File: src/rtl/mux_scanner.sv
// mux_scanner: round-robin scanner in front of an 8:1 select mux.
// Steps the select through channels 0..7, waits DWELL cycles on each so
// the mux output settles, captures one bit per channel and hands the
// assembled 8-bit frame downstream on a valid/ready handshake.
// Optional build macro MUX_SCANNER_PARITY_EN adds a registered
// frame_parity output (XOR of the frame bits).
module mux_scanner #(
  parameter int DWELL = 4
) (
  input  logic       clk,
  input  logic       reset_n,
  input  logic       start,
  output logic [2:0] s,
  input  logic       y,
  output logic [7:0] frame,
  output logic       frame_valid,
  input  logic       frame_ready,
  output logic       busy
`ifdef MUX_SCANNER_PARITY_EN
  ,
  output logic       frame_parity
`endif
);

  localparam int CNT_W = $clog2(DWELL + 1);
  localparam logic [CNT_W-1:0] CNT_LAST = CNT_W'(DWELL - 1);

  typedef enum logic [1:0] {
    IDLE = 2'd0,
    SCAN = 2'd1,
    DONE = 2'd2
  } state_t;

  state_t           state_q, state_d;
  logic [2:0]       s_q, s_d;
  logic [CNT_W-1:0] cnt_q, cnt_d;
  // Capture register is kept apart from frame so a partial scan never
  // shows up on the output.
  logic [7:0]       cap_q, cap_d;
  logic [7:0]       frame_q, frame_d;
  logic             fv_q, fv_d;
`ifdef MUX_SCANNER_PARITY_EN
  logic             par_q, par_d;
`endif

  // Next-state and datapath update for the scan sequence.
  always_comb begin
    state_d = state_q;
    s_d     = s_q;
    cnt_d   = cnt_q;
    cap_d   = cap_q;
    frame_d = frame_q;
    fv_d    = fv_q;
`ifdef MUX_SCANNER_PARITY_EN
    par_d   = par_q;
`endif
    case (state_q)
      IDLE: begin
        s_d = 3'd0;
        if (start) begin
          state_d = SCAN;
          cnt_d   = '0;
        end
      end
      SCAN: begin
        if (cnt_q != CNT_LAST) begin
          cnt_d = cnt_q + 1'b1;
        end else begin
          cap_d[s_q] = y;
          if (s_q == 3'd7) begin
            // Last channel: publish the frame straight from the capture
            // bits plus the live sample, select returns to channel 0.
            frame_d = {y, cap_q[6:0]};
            fv_d    = 1'b1;
`ifdef MUX_SCANNER_PARITY_EN
            par_d   = ^{y, cap_q[6:0]};
`endif
            state_d = DONE;
            s_d     = 3'd0;
          end else begin
            s_d   = s_q + 3'd1;
            cnt_d = '0;
          end
        end
      end
      DONE: begin
        s_d = 3'd0;
        if (frame_ready) begin
          fv_d = 1'b0;
          if (start) begin
            state_d = SCAN;
            cnt_d   = '0;
          end else begin
            state_d = IDLE;
          end
        end
      end
      default: begin
        state_d = IDLE;
        s_d     = 3'd0;
      end
    endcase
  end

  // FSM state register.
  always_ff @(posedge clk or negedge reset_n) begin
    if (!reset_n) begin
      state_q <= IDLE;
    end else begin
      state_q <= state_d;
    end
  end

  // Select, dwell counter, capture and frame registers.
  always_ff @(posedge clk or negedge reset_n) begin
    if (!reset_n) begin
      s_q     <= 3'd0;
      cnt_q   <= '0;
      cap_q   <= 8'h00;
      frame_q <= 8'h00;
      fv_q    <= 1'b0;
`ifdef MUX_SCANNER_PARITY_EN
      par_q   <= 1'b0;
`endif
    end else begin
      s_q     <= s_d;
      cnt_q   <= cnt_d;
      cap_q   <= cap_d;
      frame_q <= frame_d;
      fv_q    <= fv_d;
`ifdef MUX_SCANNER_PARITY_EN
      par_q   <= par_d;
`endif
    end
  end

  assign s           = s_q;
  assign frame       = frame_q;
  assign frame_valid = fv_q;
  assign busy        = (state_q == SCAN);
`ifdef MUX_SCANNER_PARITY_EN
  assign frame_parity = par_q;
`endif

endmodule

File: config.mk
export PLATFORM = sky130hd
export DESIGN_NAME = mux_scanner
export DESIGN_NICKNAME = d
export VERILOG_FILES = /design/src/rtl/mux_scanner.sv
export SDC_FILE = /design/constraint.sdc
export NUM_CORES = 1
export LEC_CHECK = 0
export CAP_MARGIN = 25
export CORE_MARGIN = 2
export CORE_UTILIZATION = 46
export DETAILED_ROUTE_END_ITERATION = 10
export HOLD_SLACK_MARGIN = 0.12
export PLACE_DENSITY = 0.74
export SYNTH_ARGS = -nofsm -noshare
export SYNTH_HDL_FRONTEND = slang
export SYNTH_SLANG_ARGS = --single-unit
File: constraint.sdc
create_clock -name clk -period 1.55 [get_ports clk]
set_input_delay 0.3875 -clock clk [delete_from_list [all_inputs] [get_ports clk]]
set_output_delay 0.3875 -clock clk [all_outputs]
set_load 0.05 [all_outputs]
-- After elaboration in Yosys (flattened, before gate mapping)
Cells that the tools add are included.
- multiply operators: 0
- mux-type cells: 21
- equal/unequal tests: 9
- bitwise logic cells: 1
- divide/modulo/power cells: 0
- shifts and indexed selects: 0
- reductions and logical operators: 9
- $lt $le $gt $ge: 2
- add/subtract/negate cells: 2
- operators by type and width (kind ; count):
    $mux W3 ; 7
    $pmux W3 S3 ; 1
    $bwmux W8 ; 1
    $mux W2 ; 4
    $reduce_and A4 Y1 ; 2
    $add A3 B1 Y3 const B ; 2
    $ne A2 B2 Y1 const B ; 3
    $pmux W2 S3 ; 1
    $reduce_and A3 Y1 ; 2
    $mux W1 ; 5
    $lt A3 B4 Y1 const B ; 1
    $demux W1 S3 ; 1
    $eq A3 B3 Y1 const B ; 1
    $ge A3 B1 Y1 const B ; 1
    $ne A3 B2 Y1 const B ; 1
    $ne A3 B3 Y1 const B ; 1
    $reduce_bool A3 Y1 ; 1
    $eq A2 B1 Y1 const B ; 1
    $eq A2 B2 Y1 const B ; 1
    $logic_not A2 Y1 ; 1
    $ne A2 B1 Y1 const B ; 1
    $pmux W1 S2 ; 1
    $reduce_and A2 Y1 ; 1
    $reduce_bool A2 Y1 ; 1
    other kinds (2) ; 2
- bits in writable memories: 0
- flip-flop bits (word level): 25
- input bits: 5
- logic and storage cells: 50
- bits in read-only memories: 0
- bits in latches: 0
- memories kept: 0

-- Longest topological paths before layout
- depth after elaboration: 5
- gate-level depth with buffers: 5

-- Least setup slack after synthesis
OpenSTA, ideal clock, no wires.
- path type: reg-to-reg
- start point: reg s_q[1] (netlist: s[1])
- end point: reg frame_q[7] (netlist: frame[7])
- path buffers: 0
- period minus slack after synthesis: 2.024 ns
- arrival: 1.900 ns
- cell stages (with the launch flop): 6
- setup time: 0.125 ns
- setup slack: -0.474 ns
- cell sequence: dfrtp_1 -> ha_1 -> ha_1 -> nand4b_1 -> nor2_4 -> mux2_2
- longest elaborated chain between the ends: 2
- RTL lines (element ; line ; RTL):
    start, declared ; 35 ; logic [2:0] s_q, s_d;
    start signal, assigned ; 117 ; s_q <= 3'd0;
    start signal, assigned ; 126 ; s_q <= s_d;
    $eq A3 B3 Y1 ; 70 ; if (s_q == 3'd7) begin
    $reduce_and A3 Y1 (no source line) ; - ;
    end signal, assigned ; 129 ; frame_q <= frame_d;
    end, declared ; 40 ; logic [7:0] frame_q, frame_d;
No other way between the ends.
A chain may end at the register's enable or synchronous reset.

-- Final worst setup path
- start point: reg s_q[1] (netlist: s[1])
- end point: reg frame_q[2] (netlist: frame[2])
The elaborated chain is that of the path after synthesis.

==> results by group <==
Critical path
  • Critical Path Slowest Stage Cell: dfrtp_4
  • CP top delay family: flip-flops
  • Kind of critical path: flip-flop to flip-flop
  • Worst path max stage delay: 0.44 ns
  • Data arrival time of the critical path: 1.83 ns
  • Worst Setup Start Kind: flip-flop
  • Buffers plus inverters on the worst setup path: 1
  • Critical path capture point type: flip-flop
  • Req. time, crit path: 1.76 ns
  • Most numerous cell on the critical path: ha_4
  • Maximum fanout along the worst path: 5
  • Critical Path, Cell by Cell: ha_4 -> ha_4 -> nand4b_1 -> buf_4 -> nor2_4 -> mux2_2

Drt
  • Antenna-violating nets left: 0
  • Via/cell ratio: 5.318
  • DRC Markers: 0
  • Average routed wire per standard cell: 15.09 um
  • Drt pass-1 iters: 4
  • First-iteration detailed-routing DRC count: 3
  • Final WL: 2.234 mm
  • Total number of vias: 787

CTS
  • Clock latency on the worst-skew pair: 0.31 ns
  • Sink count of the clock tree: 24
  • Maximum root-to-sink buffer count: 2
  • Number of CTS-inserted buffers: 3
  • Maximum level of the CTS H-tree: 1
  • Root cell of the clock tree: clkbuf_4
  • Reg clk slew, reported paths: 0.12 ns
  • TritonCTS clock tree: yes
  • Hold bufs inserted after CTS: 0

Outcome
  • Result of the run: finished with violations
  • Violated checks: negative setup slack

Final layout
  • Area growth from synthesis to final layout: 54.40%
  • Sequential Area: 608.1 sq um
  • Nets: 129
  • Share of cells above drive strength 1: 0.5167
  • Final antenna diode count: 0
  • Multi-input combinational cell area: 579.3 sq um
  • Filler Cell Count: 147

Synth
  • Distinct cell type count of the synthesized netlist: 28
  • Avg Cell Area, Syn: 12.87 sq um
  • Synth area leader: dfrtp_1
  • Synthesized-area fraction occupied by xor and xnor cells: 0
  • Biggest area contributors in the synthesized netlist: dfrtp_1 56%, mux2_2 14%, ha_1 3.5%
  • Share of synthesized area spent on multiplexers: 0.1840
  • Post-Synth Simple-Gate Area: 0.1690
  • Proportion of netlist area held by the largest area contributor: 0.5556
  • Number of instances in the synthesized netlist: 84
  • Nets in the synthesized netlist: 92
  • Register bit count reported by yosys: 24
  • Post-synthesis share of cell area spent on full adders, half adders and majority gates: 0.03472
  • Synth Area in Compound Gates: 0.04630
  • Ys Warns: 0
  • Synth Cell Area: 1081 sq um
  • Dominant combinational cell family by area after synthesis: multiplexers
  • Sequential element share of the synthesized area: 0.5556

Power and ir drop
  • Power per unit of standard cell area: 2041 nW/um^2
  • Sequential share of power: 0.322
  • NetSw: 1368 uW
  • Internal Power: 2039 uW
  • Proportion of power drawn by combinational gates: 0.595
  • Leak: 0.0007312 uW
  • Switching part of the total: 0.4016
  • Share of total power in the clock network: 0.083
  • Worst supply voltage drop on vdd: 1.525 mV

STA
  • Crit path time final: 1.612 ns
  • TNS Setup: -0.3470 ns
  • Total count of hold-check failures in the final report: 0
  • Actual slew at the worst max-slew pin: 0.3189 ns
  • Setup repair after global routing missed its margin: yes
  • Setup violation total in the final timing report: 8
  • Min Hold Slack: 0.4140 ns
  • Clock skew: 0.001794 ns
  • Ratio of final minimum period to clock period: 1.040
  • Slew Limit Fails: 0
  • Max Freq: 620.2 MHz
  • Relative slew slack: 0.7874
  • Post-route worst setup slack: -0.06230 ns

Die
  • Vertical extent of the die: 52.48 um
  • Number of placement rows: 17
  • Die outline area: 2754 sq um
  • Count of pins on the block boundary: 18
  • Area inside the core boundary: 2212 sq um
  • Effective utilization at floorplan: 0.4887
  • Die extent in x: 52.48 um

Min path
  • Worst hold path class: input pin to async pin

Placed design
  • Routability cong.: 0.7577
  • Port bufs: 17
  • Hpwl dp: 1.635 mm

Job
  • Max-cap check violation count: 0

GRT
  • Number of global-route vias before repair: 868
  • First-pass GRT wire length: 3.912 mm
  • Initial antenna violation count: 0
  • GRT overflow: 0
  • Pin count of the biggest net entering global routing: 25
  • Total track usage: 0.2004
==> flip-flops by register name, summed over array words and instances (netlist names) <==
register / flops
frame: 8
state_q: 2
frame_valid: 1
cap_q: 7
s: 3
cnt_q: 3
==> final timing paths <==
kind,slack (ns),end,start,cells after the start
min in group clk,0.50,cap_q[2],cap_q[2],1
min reg2reg,0.50,cap_q[2],cap_q[2],1
max,-0.06,frame[2],s[1],6
max in group asynchronous,0.87,s[1],reset_n,2
max reg2reg,-0.06,frame[2],s[1],6
min,0.41,frame[4],reset_n,2
==> kinds of logic after synthesis <==
kind of cell	Yosys count
AND/OR/NAND/NOR	29
flip-flops	24
multiplexers	18
AO/OA/AOI/OAI	7
buffers and inverters	3
adder cells (fa/ha/maj)	3
==> stage by stage <==
step / std cells / power, uW / util / instance area (sq um) / worst slack, ns
2_1_floorplan: 84 / 2091 / - / 1116 / -0.1964
6_report: 148 / 3407 / 0.7545 / 1669 / -0.06230
3_5_place_dp: 139 / 3005 / 0.6917 / 1530 / -0.1099
5_1_grt: 148 / 3631 / 0.7545 / 1669 / -0.1478
3_3_place_gp: 139 / 2929 / 0.6917 / 1530 / -0.05523
4_1_cts: 147 / 3386 / 0.7370 / 1630 / -0.05754
==> per-layer routing <==
layer / up-vias / wire length (um) / part of all wire / track usage
li1: 378 / - / - / -
met1: 390 / 994 / 0.44 / 0.2693
met2: 15 / 1130 / 0.51 / 0.3167
met3: 4 / 80 / 0.036 / 0.04286
met4: 0 / 28 / 0.013 / 0.07692
met5: - / 0 / 0 / 0
==> synthesized netlist by cell type <==
cell type	count
a21boi_0	1
a21o_1	1
a21oi_1	1
a31oi_1	1
and2_1	1
and4bb_2	1
clkbuf_1	1
dfrtp_1	24
ha_1	3
inv_1	2
mux2_1	2
mux2_2	13
mux2i_1	3
nand2_1	3
nand2b_1	3
nand3_1	2
nand3b_1	1
nand4b_1	3
nand4bb_1	1
nor2_1	7
nor2_4	1
nor2b_1	2
nor3_1	1
nor4_1	1
nor4b_1	2
o21ai_0	1
o21ba_2	1
o221ai_1	1
==> repair_timing <==
item / CTS / global route
setup endpoints to repair: 12 / 13
buffers inserted: 3 / 1
pin swaps: 1 / 2
cloned: 1 / 0
gates resized for setup: 8 / 8
endpoints found under the hold margin: 0 / 0
==> cell usage in the layout (no fill, tap or decap), types with 3 or more instances in the layout <==
cell             Yosys  layout
mux2_4               0       3
mux2_2              13      10
nor2_1               7       7
nand2_1              3       3
dfrtp_1             24      20
ha_4                 0       3
clkdlybuf4s50_1      0       4
mux2i_1              3       3
buf_12               0      13
dfrtp_2              0       3
clkbuf_4             0       3
nand4b_1             3       3
buf_4                0      15
==> power by group through the flow <==
stage	registers (uW)	clock network, uW	logic, uW
3_5_place_dp	1090	0	1910
2_1_floorplan	1460	0	631
6_report	1100	284	2030
5_1_grt	1130	318	2180
4_1_cts	1090	288	2010
3_3_place_gp	1070	0	1860
==> layout make-up <==
cell class | count | area share
inverter | 2 | 0.004498
timing repair buffer | 32 | 0.2474
sequential | 24 | 0.3643
multi-input combinational | 58 | 0.3471
tap | 28 | 0.02099
clock buffer | 4 | 0.01574
Power figures use the tool's default switching activity.
